$ cat config.mk
export PLATFORM = sky130hd
export DESIGN_NAME = tile_hash_gen
export DESIGN_NICKNAME = d
export VERILOG_FILES = /design/src/rtl/gba_xlate_pkg.sv /design/src/rtl/hash_result_fifo.sv /design/src/rtl/tile_hash_gen.sv
export SDC_FILE = /design/constraint.sdc
export NUM_CORES = 1
export LEC_CHECK = 0
export CAP_MARGIN = 0
export CELL_PAD_IN_SITES_DETAIL_PLACEMENT = 1
export CELL_PAD_IN_SITES_GLOBAL_PLACEMENT = 2
export CORE_ASPECT_RATIO = 0.75
export CORE_MARGIN = 4
export CORE_UTILIZATION = 37
export CTS_CLUSTER_SIZE = 12
export DETAILED_ROUTE_END_ITERATION = 16
export PLACE_DENSITY_LB_ADDON = 0.1
export SETUP_SLACK_MARGIN = 0.02
export SYNTH_ARGS = -nofsm -noshare
export SYNTH_HDL_FRONTEND = slang
export SYNTH_HIERARCHICAL = 1
export SYNTH_SLANG_ARGS = --single-unit
$ cat constraint.sdc
create_clock -name clk -period 5.84 [get_ports clk]
set_input_delay 1.168 -clock clk [delete_from_list [all_inputs] [get_ports clk]]
set_output_delay 1.168 -clock clk [all_outputs]
set_load 0.01 [all_outputs]
$ cat src/rtl/gba_xlate_pkg.sv
// Shared definitions for the tile hashing path: FNV-1a constants and step
// function, the result record carried through the output FIFO, and FSM states.
package gba_xlate_pkg;

    localparam logic [31:0] FNV_OFFSET = 32'h811C9DC5;
    localparam logic [31:0] FNV_PRIME  = 32'h01000193;

    typedef struct packed {
        logic [31:0] hash;
        logic [8:0]  tile_index;
        logic        text_region;
    } hash_result_t;

    localparam int RESULT_W = $bits(hash_result_t);

    typedef enum logic [1:0] {
        ST_IDLE    = 2'd0,
        ST_ACCUM   = 2'd1,
        ST_DISCARD = 2'd2
    } hash_state_e;

    // One FNV-1a round: fold the byte in, then multiply modulo 2^32.
    function automatic logic [31:0] fnv1a_step(input logic [31:0] h, input logic [7:0] b);
        logic [31:0] mixed;
        mixed = h ^ {24'h000000, b};
        return mixed * FNV_PRIME;
    endfunction

endpackage

$ cat src/rtl/hash_result_fifo.sv
// Synchronous result FIFO; DEPTH must be a power of two. A push into a full
// FIFO only lands when a pop happens on the same edge.
module hash_result_fifo
    import gba_xlate_pkg::*;
#(
    parameter int DEPTH = 2
) (
    input  logic                clk,
    input  logic                rst,
    input  logic                push_i,
    input  logic [RESULT_W-1:0] push_data_i,
    input  logic                pop_i,
    output logic [RESULT_W-1:0] head_o,
    output logic                full_o,
    output logic                empty_o
);

    localparam int AW = $clog2(DEPTH);
    localparam int PW = AW + 1;

    logic [RESULT_W-1:0] mem_q [DEPTH];
    logic [AW-1:0]       wr_ptr_q;
    logic [AW-1:0]       rd_ptr_q;
    logic [PW-1:0]       count_q;
    logic [PW-1:0]       count_d;
    logic                do_push_s;
    logic                do_pop_s;

    assign full_o    = (count_q == PW'(DEPTH));
    assign empty_o   = (count_q == {PW{1'b0}});
    assign do_pop_s  = pop_i & ~empty_o;
    assign do_push_s = push_i & (~full_o | do_pop_s);
    assign head_o    = mem_q[rd_ptr_q];

    // Occupancy update from the accepted push/pop pair.
    always_comb begin
        count_d = count_q;
        case ({do_push_s, do_pop_s})
            2'b10:   count_d = count_q + PW'(1);
            2'b01:   count_d = count_q - PW'(1);
            default: count_d = count_q;
        endcase
    end

    // Storage, pointers and occupancy; contents are cleared so the head reads zero after reset.
    always_ff @(posedge clk) begin
        if (rst) begin
            for (int i = 0; i < DEPTH; i++) begin
                mem_q[i] <= {RESULT_W{1'b0}};
            end
            wr_ptr_q <= {AW{1'b0}};
            rd_ptr_q <= {AW{1'b0}};
            count_q  <= {PW{1'b0}};
        end else begin
            if (do_push_s) begin
                mem_q[wr_ptr_q] <= push_data_i;
                wr_ptr_q        <= wr_ptr_q + AW'(1);
            end
            if (do_pop_s) begin
                rd_ptr_q <= rd_ptr_q + AW'(1);
            end
            count_q <= count_d;
        end
    end

endmodule

$ cat src/rtl/tile_hash_gen.sv
// Streams tile bytes through FNV-1a and queues one result per correctly sized tile.
// Optional macro TILE_HASH_BLANK_SKIP_EN suppresses results for all-zero tiles.
module tile_hash_gen
    import gba_xlate_pkg::*;
#(
    parameter int TILE_SIZE_BYTES = 16,
    parameter int FIFO_DEPTH      = 2
) (
    input  logic        clk,
    input  logic        rst,
    input  logic        cfg_enable,
    input  logic        in_valid,
    input  logic [7:0]  in_data,
    input  logic        in_last,
    input  logic [8:0]  in_tile_index,
    input  logic        in_text_region,
    output logic        out_valid,
    input  logic        out_ready,
    output logic [31:0] out_hash,
    output logic [8:0]  out_tile_index,
    output logic        out_text_region,
    output logic        err_len,
    output logic        err_overflow
);

    localparam int            CW          = $clog2(TILE_SIZE_BYTES) + 1;
    localparam logic [CW-1:0] TILE_LEN    = CW'(TILE_SIZE_BYTES);
    localparam logic [CW-1:0] TILE_LEN_M1 = CW'(TILE_SIZE_BYTES - 1);
    localparam logic [CW-1:0] CNT_MAX     = {CW{1'b1}};

    hash_state_e   state_q, state_d;
    logic [31:0]   acc_q, acc_d;
    logic [CW-1:0] count_q, count_d;
    logic          err_len_q, err_len_d;
    logic          err_ovf_q, err_ovf_d;

    logic          byte_fire_s;
    logic [31:0]   hash_next_s;
    logic [CW-1:0] count_inc_s;
    logic          blank_tile_s;
    logic          push_s;
    hash_result_t  push_data_s;
    logic [RESULT_W-1:0] head_vec_s;
    hash_result_t  head_s;
    logic          fifo_full_s;
    logic          fifo_empty_s;
    logic          pop_s;

`ifdef TILE_HASH_BLANK_SKIP_EN
    logic blank_q, blank_d;

    // All bytes so far zero, including the last one on this cycle.
    always_comb begin
        blank_tile_s = blank_q & (in_data == 8'h00);
        blank_d      = blank_q;
        if (!cfg_enable) begin
            blank_d = 1'b1;
        end else if (byte_fire_s) begin
            blank_d = in_last ? 1'b1 : blank_tile_s;
        end else begin
            blank_d = blank_q;
        end
    end

    // Zero-tile tracker register.
    always_ff @(posedge clk) begin
        if (rst) begin
            blank_q <= 1'b1;
        end else begin
            blank_q <= blank_d;
        end
    end
`else
    assign blank_tile_s = 1'b0;
`endif

    assign byte_fire_s = in_valid & cfg_enable;
    assign hash_next_s = fnv1a_step(acc_q, in_data);
    assign count_inc_s = (count_q == CNT_MAX) ? CNT_MAX : count_q + CW'(1);

    // Tile framing FSM: accumulate, detect length errors, and emit the push request.
    always_comb begin
        state_d     = state_q;
        acc_d       = acc_q;
        count_d     = count_q;
        err_len_d   = 1'b0;
        push_s      = 1'b0;
        push_data_s = '{hash: hash_next_s, tile_index: in_tile_index, text_region: in_text_region};
        if (!cfg_enable) begin
            // Disabling abandons any partial tile without flagging it.
            state_d = ST_IDLE;
            acc_d   = FNV_OFFSET;
            count_d = {CW{1'b0}};
        end else if (byte_fire_s && in_last) begin
            state_d = ST_IDLE;
            acc_d   = FNV_OFFSET;
            count_d = {CW{1'b0}};
            if ((state_q != ST_DISCARD) && (count_q == TILE_LEN_M1)) begin
                push_s = ~blank_tile_s;
            end else begin
                err_len_d = 1'b1;
            end
        end else if (byte_fire_s) begin
            case (state_q)
                ST_DISCARD: begin
                    state_d = ST_DISCARD;
                    count_d = count_inc_s;
                end
                ST_IDLE, ST_ACCUM: begin
                    count_d = count_inc_s;
                    if (count_q >= TILE_LEN) begin
                        state_d = ST_DISCARD;
                    end else begin
                        state_d = ST_ACCUM;
                        acc_d   = hash_next_s;
                    end
                end
                default: begin
                    state_d = ST_IDLE;
                    acc_d   = FNV_OFFSET;
                    count_d = {CW{1'b0}};
                end
            endcase
        end else begin
            state_d = state_q;
        end
    end

    assign pop_s     = out_ready & ~fifo_empty_s;
    assign err_ovf_d = push_s & fifo_full_s & ~pop_s;

    // FSM, accumulator, counter and error-pulse registers.
    always_ff @(posedge clk) begin
        if (rst) begin
            state_q   <= ST_IDLE;
            acc_q     <= FNV_OFFSET;
            count_q   <= {CW{1'b0}};
            err_len_q <= 1'b0;
            err_ovf_q <= 1'b0;
        end else begin
            state_q   <= state_d;
            acc_q     <= acc_d;
            count_q   <= count_d;
            err_len_q <= err_len_d;
            err_ovf_q <= err_ovf_d;
        end
    end

    hash_result_fifo #(
        .DEPTH (FIFO_DEPTH)
    ) u_fifo (
        .clk         (clk),
        .rst         (rst),
        .push_i      (push_s),
        .push_data_i (push_data_s),
        .pop_i       (out_ready),
        .head_o      (head_vec_s),
        .full_o      (fifo_full_s),
        .empty_o     (fifo_empty_s)
    );

    assign head_s          = head_vec_s;
    assign out_valid       = ~fifo_empty_s;
    assign out_hash        = head_s.hash;
    assign out_tile_index  = head_s.tile_index;
    assign out_text_region = head_s.text_region;
    assign err_len         = err_len_q;
    assign err_overflow    = err_ovf_q;

endmodule

==> key figures <==
Status
  – Status: finished with violations
  – Failing checks: negative setup slack

Timing
  – Final setup violation count: 4
  – RSZ-0062 raised after global routing: yes
  – Min setup slack post-route: -49.01 ps
  – Final slew viol count: 0
  – Final worst path period share: 1.008
  – Final Hold Vio Count: 0
  – Rel. slew slack: 0.2506
  – Fmax: 169.8 MHz
  – Final setup TNS: -154.1 ps
  – Post-layout min period: 5889 ps
  – Tightest Pin Transition: 1124 ps
  – Final Skew: 11.24 ps
  – Worst hold slack: 488.0 ps

Floorplan
  – Die W: 209.7 µm
  – Initial Util: 0.3745
  – Core box area: 30140 µm²
  – Die area: 33400 µm²
  – Die height: 159.3 µm
  – Row cnt: 55
  – Ports: 69

Layout
  – Final Net Count: 1542
  – Layout area overhead: 31.42%
  – Final core utilization: 0.4922
  – ANT cells: 0
  – Share of layout cells above drive strength 1: 0.2740

Place
  – DP HPWL: 25970 µm
  – Final estimated routing congestion in global placement: 0.8664
  – Port bufs: 68

Detailed routing
  – M1 WL: 17250 µm
  – DR WL/cell: 19.93 µm
  – DR vias: 8093
  – Max layer used: met4
  – Routed length on met3: 1305 µm
  – Number of detailed-route iterations in the first pass: 4
  – Post-route antenna net violation count: 0
  – DRC violations left: 0
  – Routed WL: 33260 µm
  – Met2 wire length: 14320 µm
  – Vias per cell: 4.849
  – Drt initial violations: 322

Synth
  – Ys flop type: edfxtp_1
  – Asr flop ratio synth: 0
  – Post-synthesis cell count: 1056
  – Mapped cell area: 11290 µm²
  – Post-synth cell types: 67
  – Register area share after synthesis: 0.3050
  – Syn_nets: 1341
  – Post-synth EDFFs: 84
  – Mean Syn Cell Area: 10.69 µm²
  – Synth warnings: 6
  – #FFs+latches synth: 130

Worst setup path
  – Setup crit start kind: input port
  – Worst reg2reg path depth: 20
  – R2R Setup Slk: 140 ps
  – Worst Path Arrival: 6070 ps
  – R2R Path End: acc_q[31]
  – Worst Setup End Kind: register
  – Worst Path Max Fanout: 4
  – Critical R2R Launch: acc_q[16]
  – Setup CP Type: in -> reg
  – Worst endpoint required time: 6020 ps

Worst hold path
  – Hold path endpoint: count_q[3]
  – Hold Crit Depth: 2
  – Hold path start: count_q[3]
  – Worst hold path type: reg -> reg

Global routing
  – Initial antenna violation count: 0
  – Vias in the first global route: 8707
  – First-pass GRT wire length: 51190 µm
  – GR Util All Layers: 0.2000
  – Largest net degree at the start of global routing: 44
  – GR Overflow Total: 0

CTS
  – CTS max path bufs: 2
  – TritonCTS clock tree: yes
  – Max H-tree Level: 4
  – Clk_lat worst skew: 430 ps
  – Clock Tree Root: clkbuf_16
  – CTS Buf Count: 17
  – TritonCTS Sinks: 130
  – Clock transition at path regs: 60 ps

Job
  – Max cap viols: 0
[cell type report]
| class | count | area (µm²) |
|---|---|---|
| fill | 3282 | 15310 |
| multi-input combinational | 695 | 7789 |
| sequential | 130 | 3445 |
| timing repair buffer | 208 | 1759 |
| inverter | 205 | 769.5 |
| tap | 399 | 499.2 |
| clock buffer | 18 | 429.2 |
| clock inverter | 14 | 145.1 |
[timing repair]
action,in CTS,in global routing
pin swaps,44,66
endpoints found under the setup margin,60,51
hold buffers,0,0
resized for setup,107,71
buffers inserted,16,11
[worst max-delay path by stage]
stage | start | to | slack (ps) | cells after the start
after floorplan | in_data[7] | u_fifo/mem_q[0][38] | 20 | 23
after global placement | in_data[7] | u_fifo/mem_q[0][41] | -1360 | 21
after detailed placement | in_data[7] | u_fifo/mem_q[1][41] | -1320 | 21
after CTS | in_data[6] | u_fifo/mem_q[1][38] | -30 | 25
after global routing | in_data[5] | u_fifo/mem_q[1][38] | -150 | 24
final | in_data[5] | u_fifo/mem_q[1][38] | -50 | 25
[logic make-up after synthesis]
family,share of synthesized area
adders and majority gates,0.3385
buffers and inverters,0.08335
muxes,0.04190
and+or+nand+nor,0.1024
xor gates and xnor gates,0.04345
DFF,0.3050
AOI/OAI and AO/OA,0.08535
[stage by stage]
stage          cells  instance area (µm²)  setup slack [ps]
5_1_grt         1669                14840            -152.8
6_report        1669                14840            -49.01
2_1_floorplan   1056                11420             21.72
4_1_cts         1664                14450            -34.15
3_5_place_dp    1618                13340             -1316
3_3_place_gp    1618                13340             -1365
[synth_stat cells, types with 4 or more instances]
library cell | count | area, µm²
fa_1 | 74 | 1481
buf_6 | 7 | 78.83
inv_1 | 205 | 769.5
nand3_1 | 13 | 65.06
a21o_1 | 6 | 45.04
mux2_2 | 42 | 473.0
nor3_1 | 5 | 25.02
xnor2_1 | 31 | 271.5
a22o_1 | 15 | 131.4
o21ai_0 | 24 | 120.1
and2_2 | 6 | 45.04
xor2_1 | 25 | 219.0
a211oi_1 | 7 | 52.55
and2_1 | 84 | 525.5
buf_2 | 7 | 35.03
o21a_1 | 5 | 37.54
o22a_1 | 11 | 96.34
ha_1 | 187 | 2340
a21oi_1 | 33 | 165.2
nand2_1 | 25 | 93.84
nor2b_1 | 5 | 31.28
nor2_1 | 30 | 112.6
clkbuf_1 | 6 | 22.52
edfxtp_1 | 84 | 2522
o211ai_1 | 5 | 37.54
clkbuf_2 | 4 | 20.02
and3_1 | 5 | 31.28
nand2b_1 | 6 | 37.54
dfxtp_1 | 46 | 920.9
[cell usage in the layout (no fill, tap or decap), types with 6 or more instances in the layout]
cell type          n
a22o_1            15
mux2_2            42
nor2_1            27
xor2_1            10
inv_1            196
edfxtp_1          84
xnor2_1           26
clkbuf_16         17
ha_2               9
a21oi_1           23
a21oi_4            6
o21ai_0           19
and2_1            77
ha_1             160
and2_2             6
xor2_4            10
clkdlybuf4s50_1   60
buf_6             11
nand3_1           10
a21o_1             6
buf_4            130
dfxtp_1           45
a21oi_2            6
o22a_1            11
fa_1              71
nand2_1           23
ha_4              18
inv_2              9
and2_4             7
[metal layers]
metal | GRT usage | vias to the layer above
met5 | 0 | -
met4 | 0.03172 | 0
met3 | 0.03506 | 27
met2 | 0.2976 | 127
met1 | 0.3095 | 4003
li1 | - | 3936
[state kept, by name, summed over array words and instances (netlist names), named ones only]
register / cells
state_q: 2
err_overflow: 1
u_fifo/mem_q: 84
err_len: 1
u_fifo/rd_ptr_q: 1
count_q: 5
u_fifo/wr_ptr_q: 1
acc_q: 32
u_fifo/count_q: 2
[worst max-delay path, cell delays in order]
cell and delay, ps:
buf_8 110, buf_6 120, xor2_4 160, ha_4 290
ha_4 190, fa_1 490, ha_2 190, inv_2 40
fa_1 510, inv_2 50, ha_4 250, inv_2 40
fa_2 540, inv_2 50, ha_4 270, buf_6 110
nand2_4 50, o21ai_4 160, a311oi_4 120, a31o_1 250
a21oi_4 270, o311ai_4 140, a21o_1 210, and2_4 150
and2_4 120
Power is not shown: default switching activity piles up to over one toggle a cycle in this logic, so the estimate is an artifact.
